[src/rtl/axis_hash_trailer.sv]
`default_nettype none
// ============================================================================
//  Module   : axis_hash_trailer
//  Purpose  : Registered AXI-Stream pass-through that appends a 32-bit
//             word-wise FNV-1a hash beat to every packet. The packet's tlast
//             moves onto the hash beat. Bypass mode, latched at packet
//             boundaries, forwards the stream untouched.
//  Revision : 1.0 - initial release
// ============================================================================
module axis_hash_trailer #(
   parameter logic [31:0] HASH_INIT  = 32'h811C9DC5,
   parameter logic [31:0] HASH_PRIME = 32'h01000193
) (
   input  logic        aclk,
   input  logic        aresetn,
   input  logic        bypass,
   input  logic [31:0] s_axis_tdata,
   input  logic        s_axis_tvalid,
   output logic        s_axis_tready,
   input  logic        s_axis_tlast,
   output logic [31:0] m_axis_tdata,
   output logic        m_axis_tvalid,
   input  logic        m_axis_tready,
   output logic        m_axis_tlast,
   output logic [31:0] last_hash,
   output logic [31:0] pkt_count,
   output logic        bypass_active
);

   typedef enum logic [0:0] {
      ST_PASS    = 1'b0,
      ST_TRAILER = 1'b1
   } state_t;

   state_t      state_q, state_d;
   logic        in_pkt_q, in_pkt_d;
   logic [31:0] hash_q, hash_d;
   logic [31:0] trail_hash_q, trail_hash_d;
   logic        out_valid_q, out_valid_d;
   logic [31:0] out_data_q, out_data_d;
   logic        out_last_q, out_last_d;
   logic [31:0] last_hash_q, last_hash_d;
   logic [31:0] pkt_count_q, pkt_count_d;
   logic        bypass_active_q, bypass_active_d;

   logic        load_ok;
   logic        accept;
   logic [31:0] next_hash;

   // The output register may take a new beat when empty or draining this cycle.
   assign load_ok       = !out_valid_q || m_axis_tready;
   assign s_axis_tready = (state_q == ST_PASS) && load_ok;
   assign accept        = s_axis_tvalid && s_axis_tready;
   // Only the low 32 bits of the product are kept.
   assign next_hash     = (hash_q ^ s_axis_tdata) * HASH_PRIME;

   assign m_axis_tvalid = out_valid_q;
   assign m_axis_tdata  = out_data_q;
   assign m_axis_tlast  = out_last_q;
   assign last_hash     = last_hash_q;
   assign pkt_count     = pkt_count_q;
   assign bypass_active = bypass_active_q;

   // Next-state logic: data forwarding, hash accumulation and trailer insertion.
   always_comb begin
      state_d         = state_q;
      in_pkt_d        = in_pkt_q;
      hash_d          = hash_q;
      trail_hash_d    = trail_hash_q;
      out_valid_d     = out_valid_q;
      out_data_d      = out_data_q;
      out_last_d      = out_last_q;
      last_hash_d     = last_hash_q;
      pkt_count_d     = pkt_count_q;
      bypass_active_d = bypass_active_q;

      if (state_q == ST_PASS) begin
         // Mode changes only take hold between packets.
         if (!in_pkt_q) begin
            bypass_active_d = bypass;
         end
         if (accept) begin
            in_pkt_d    = !s_axis_tlast;
            out_valid_d = 1'b1;
            out_data_d  = s_axis_tdata;
            if (bypass_active_q) begin
               out_last_d = s_axis_tlast;
               hash_d     = HASH_INIT;
            end else begin
               // tlast is withheld here and re-emitted on the trailer beat.
               out_last_d = 1'b0;
               if (s_axis_tlast) begin
                  trail_hash_d = next_hash;
                  hash_d       = HASH_INIT;
                  state_d      = ST_TRAILER;
               end else begin
                  hash_d = next_hash;
               end
            end
         end else if (m_axis_tready) begin
            out_valid_d = 1'b0;
         end
      end else begin
         // Input is blocked for this state; the trailer goes out once there is room.
         if (load_ok) begin
            out_valid_d = 1'b1;
            out_data_d  = trail_hash_q;
            out_last_d  = 1'b1;
            last_hash_d = trail_hash_q;
            pkt_count_d = pkt_count_q + 32'd1;
            state_d     = ST_PASS;
         end
      end
   end

   // State and datapath registers; reset discards any in-flight packet or trailer.
   always_ff @(posedge aclk or negedge aresetn) begin
      if (!aresetn) begin
         state_q         <= ST_PASS;
         in_pkt_q        <= 1'b0;
         hash_q          <= HASH_INIT;
         trail_hash_q    <= 32'd0;
         out_valid_q     <= 1'b0;
         out_data_q      <= 32'd0;
         out_last_q      <= 1'b0;
         last_hash_q     <= 32'd0;
         pkt_count_q     <= 32'd0;
         bypass_active_q <= 1'b0;
      end else begin
         state_q         <= state_d;
         in_pkt_q        <= in_pkt_d;
         hash_q          <= hash_d;
         trail_hash_q    <= trail_hash_d;
         out_valid_q     <= out_valid_d;
         out_data_q      <= out_data_d;
         out_last_q      <= out_last_d;
         last_hash_q     <= last_hash_d;
         pkt_count_q     <= pkt_count_d;
         bypass_active_q <= bypass_active_d;
      end
   end

endmodule
`default_nettype wire

[config.mk]
export PLATFORM = sky130hd
export DESIGN_NAME = axis_hash_trailer
export DESIGN_NICKNAME = d
export VERILOG_FILES = /design/src/rtl/axis_hash_trailer.sv
export SDC_FILE = /design/constraint.sdc
export NUM_CORES = 1
export LEC_CHECK = 0
export ABC_AREA = 1
export BUFFER_PORTS_ARGS = -buffer_cell sky130_fd_sc_hd__buf_4
export CELL_PAD_IN_SITES_DETAIL_PLACEMENT = 1
export CELL_PAD_IN_SITES_GLOBAL_PLACEMENT = 1
export CORE_MARGIN = 1.5
export CORE_UTILIZATION = 30
export CTS_BUF_LIST = sky130_fd_sc_hd__clkbuf_2 sky130_fd_sc_hd__clkbuf_4 sky130_fd_sc_hd__clkbuf_8
export CTS_CLUSTER_SIZE = 24
export DETAILED_ROUTE_END_ITERATION = 10
export GPL_TIMING_DRIVEN = 1
export PLACE_DENSITY_LB_ADDON = 0.1
export SKIP_CTS_REPAIR_TIMING = 1
export SYNTH_ARGS = -nofsm -noshare
export SYNTH_HDL_FRONTEND = slang
export SYNTH_SLANG_ARGS = --single-unit
export TNS_END_PERCENT = 20
[constraint.sdc]
create_clock -name aclk -period 9.9 [get_ports aclk]
set_clock_uncertainty 0.05 [all_clocks]
set_input_delay 0.495 -clock aclk [delete_from_list [all_inputs] [get_ports aclk]]
set_output_delay 0.495 -clock aclk [all_outputs]
set_load 0.01 [all_outputs]
==> out/metrics.cfg <==
[run_status]
status=finished, final reports clean

[placement]
placed_cell_area_mm2=0.01522
port-buffer-count=137
place_congestion=0.8525
pre_cts_ws_ns=3.295
dp_hpwl_mm=38.28

[floorplanning]
die_area_mm2=0.04630
die_y_um=215.2
std_cell_rows=77
core_mm2=0.04432
die_w_um=215.2
initial_core_util=0.3047
ioPinCount=138

[detailed_routing]
num_vias=11050
antenna_left=0
drt_first_pass_iters=5
post-route-drc-count=0
wl_mm=45.56
post_drt_via_cell_ratio=4.590
drt_iter0_drc=645
wire_per_inst_um=18.92

[setup_path]
crit_buf_inv=5
path_cells=xnor2_1 -> inv_1 -> ha_1 -> ha_1 -> inv_1 -> fa_1 -> inv_1 -> ha_1 -> ha_1 -> fa_1 -> inv_1 -> fa_1 -> inv_1 -> ha_1 -> nand2_1 -> nor2_1 -> nand2_1 -> nor3_1 -> nand2_1 -> nand3_1 -> nand3_1 -> nand3_1 -> o21ai_0
worstPathMaxFanout=5
worstPathArrival_ns=6.56
slowest_stage=xnor2_1
start_kind=flip-flop
crit_type=reg2reg
slowest_delay_ns=0.60
end_kind=flip-flop
crit_required_ns=10.21
crit_family=adder cells

[global_routing]
grt_pass1_wl_mm=71.25
grt_pass1_vias=11920
grt_max_degree=97
antenna_found_initial=0
grt_overflow=0
grt_usage=0.2035

[sta]
fin_crit_sh=0.6309
tightest_slew_ns=1.143
fin_crit_ns=6.246
tns_ns=0
finalSetupViolCount=0
hold_viol_final=0
max_freq_mhz=160.1
drv_slew=0
rsz0062_at_grt=no
max_slew_margin=0.2377
setup_slack_ns=3.654

[layout]
ff_latch_area_mm2=0.004146
drive_gt1_frac=0.1233
diodes=0
postLayoutCellArea_mm2=0.01569
multi_input_area_mm2=0.008019
nNetsFinal=2087
fill_cells=5342
area_delta_synth_final_pct=16.14

[logic_synthesis]
synth_top_area_cell=dfrtp_1
synth_edf_count=0
syn_area_per_cell_um2=8.092
yosys.cell_types.count=42
yosysSeqAreaShare=0.3070
mappedNetlistArea_mm2=0.01351
ys_top_cells_by_area=dfrtp_1 28%, ha_1 16%, nand2_1 11%
ys_seq_elements=165
synth_warnings=0
yosysTopAreaCellShare=0.2798
synth_cells=1669
async_flop_share=1.000
synth_ff_type=dfrtp_1
synth_nets=1953

[flow_run]
drv_cap=0

[clock_tree]
clk-insertion-delay-late_ns=0.52
cts_max_level=4
clock-sinks=165
cts_tree=yes
numCtsBuffers=17
clockBufferDepth=2
ctsRootBufferMaster=clkbuf_8
clkSlewWorstSetupHoldPaths_ns=0.09

[min_path]
min_path_type=in2async

cell families (layout without fill, tap and decap cells):
logic type,Yosys count,in the layout,synth area share
AND/OR/NAND/NOR,678,678,0.2114
buffers and inverters,353,500,0.09922
adder cells (fa/ha/maj),246,246,0.2690
flip-flops,165,165,0.3070
AO/OA/AOI/OAI,142,142,0.05800
XOR/XNOR,84,84,0.05448
multiplexers,1,1,0.0008337
Yosys cell counts, types with 4 or more instances:
master / n
inv_1: 319
dfstp_2: 14
nor2_1: 134
nand3_1: 74
o21ai_0: 68
fa_1: 74
ha_1: 172
xnor2_1: 32
a21oi_1: 27
nand2_1: 408
dfrtp_1: 151
nor2_2: 8
nor3_1: 14
nor2_4: 4
a31oi_1: 34
nand2_2: 5
nand4_1: 17
xor2_1: 52
clkbuf_1: 24
cell usage in the layout (no fill, tap or decap), types with 4 or more instances in the layout:
cell,instances
dfstp_2,14
nand2_1,408
nor2_4,4
nor2_1,134
nor3_1,14
bufinv_16,5
nand4_1,17
xor2_1,52
clkbuf_8,18
a31oi_1,34
xnor2_1,32
fa_1,74
ha_1,172
o21ai_0,68
dfrtp_1,151
nand3_1,74
a21oi_1,27
inv_1,318
nand2_2,5
nor2_2,8
buf_4,146
final timing paths:
check	from	end	slack, ns	cells after the start
setup / recovery	hash_q[20]	trail_hash_q[31]	3.65	23
hold / removal	aresetn	last_hash[29]	0.06	1
setup reg to reg	hash_q[20]	trail_hash_q[31]	3.65	23
hold reg to reg	pkt_count[31]	pkt_count[31]	0.42	1
max in group asynchronous	aresetn	trail_hash_q[0]	8.23	2
min in group aclk	bypass	bypass_active	0.19	2
per-stage QoR:
step / util / instances / hold slack, ns
floorplan: - / 1669 / 0.1494
global placement: 0.3434 / 2376 / 0.4108
detailed placement: 0.3434 / 2376 / 0.4180
CTS: 0.3539 / 2408 / 0.03232
global route: 0.3539 / 2408 / 0.07837
finish: 0.3539 / 2408 / 0.05717
area by class of cell:
cell class                      count  area share
Sequential cell                   165      0.2644
Inverter                          321     0.07682
Multi-Input combinational cell   1151      0.5112
Clock buffer                       21     0.01723
Clock inverter                     11     0.01252
Tap cell                          592     0.04722
Timing Repair Buffer              147     0.07060
sequential cells by signal (all words and copies together) (netlist names):
register,flops
hash_q,32
last_hash,32
m_axis_tdata,32
pkt_count,32
trail_hash_q,32
bypass_active,1
in_pkt_q,1
m_axis_tlast,1
m_axis_tvalid,1
state_q,1
metal layers:
metal	vias up	global-route usage	share of wire
met2	165	0.3352	0.47
met1	5398	0.2813	0.49
li1	5464	-	-
met4	0	0.04872	0.016
met3	26	0.02831	0.030
met5	-	0	0
Power is left out: the tool's default activity adds up to more than one toggle a clock period on the data nets, which glitch-free logic cannot reach.
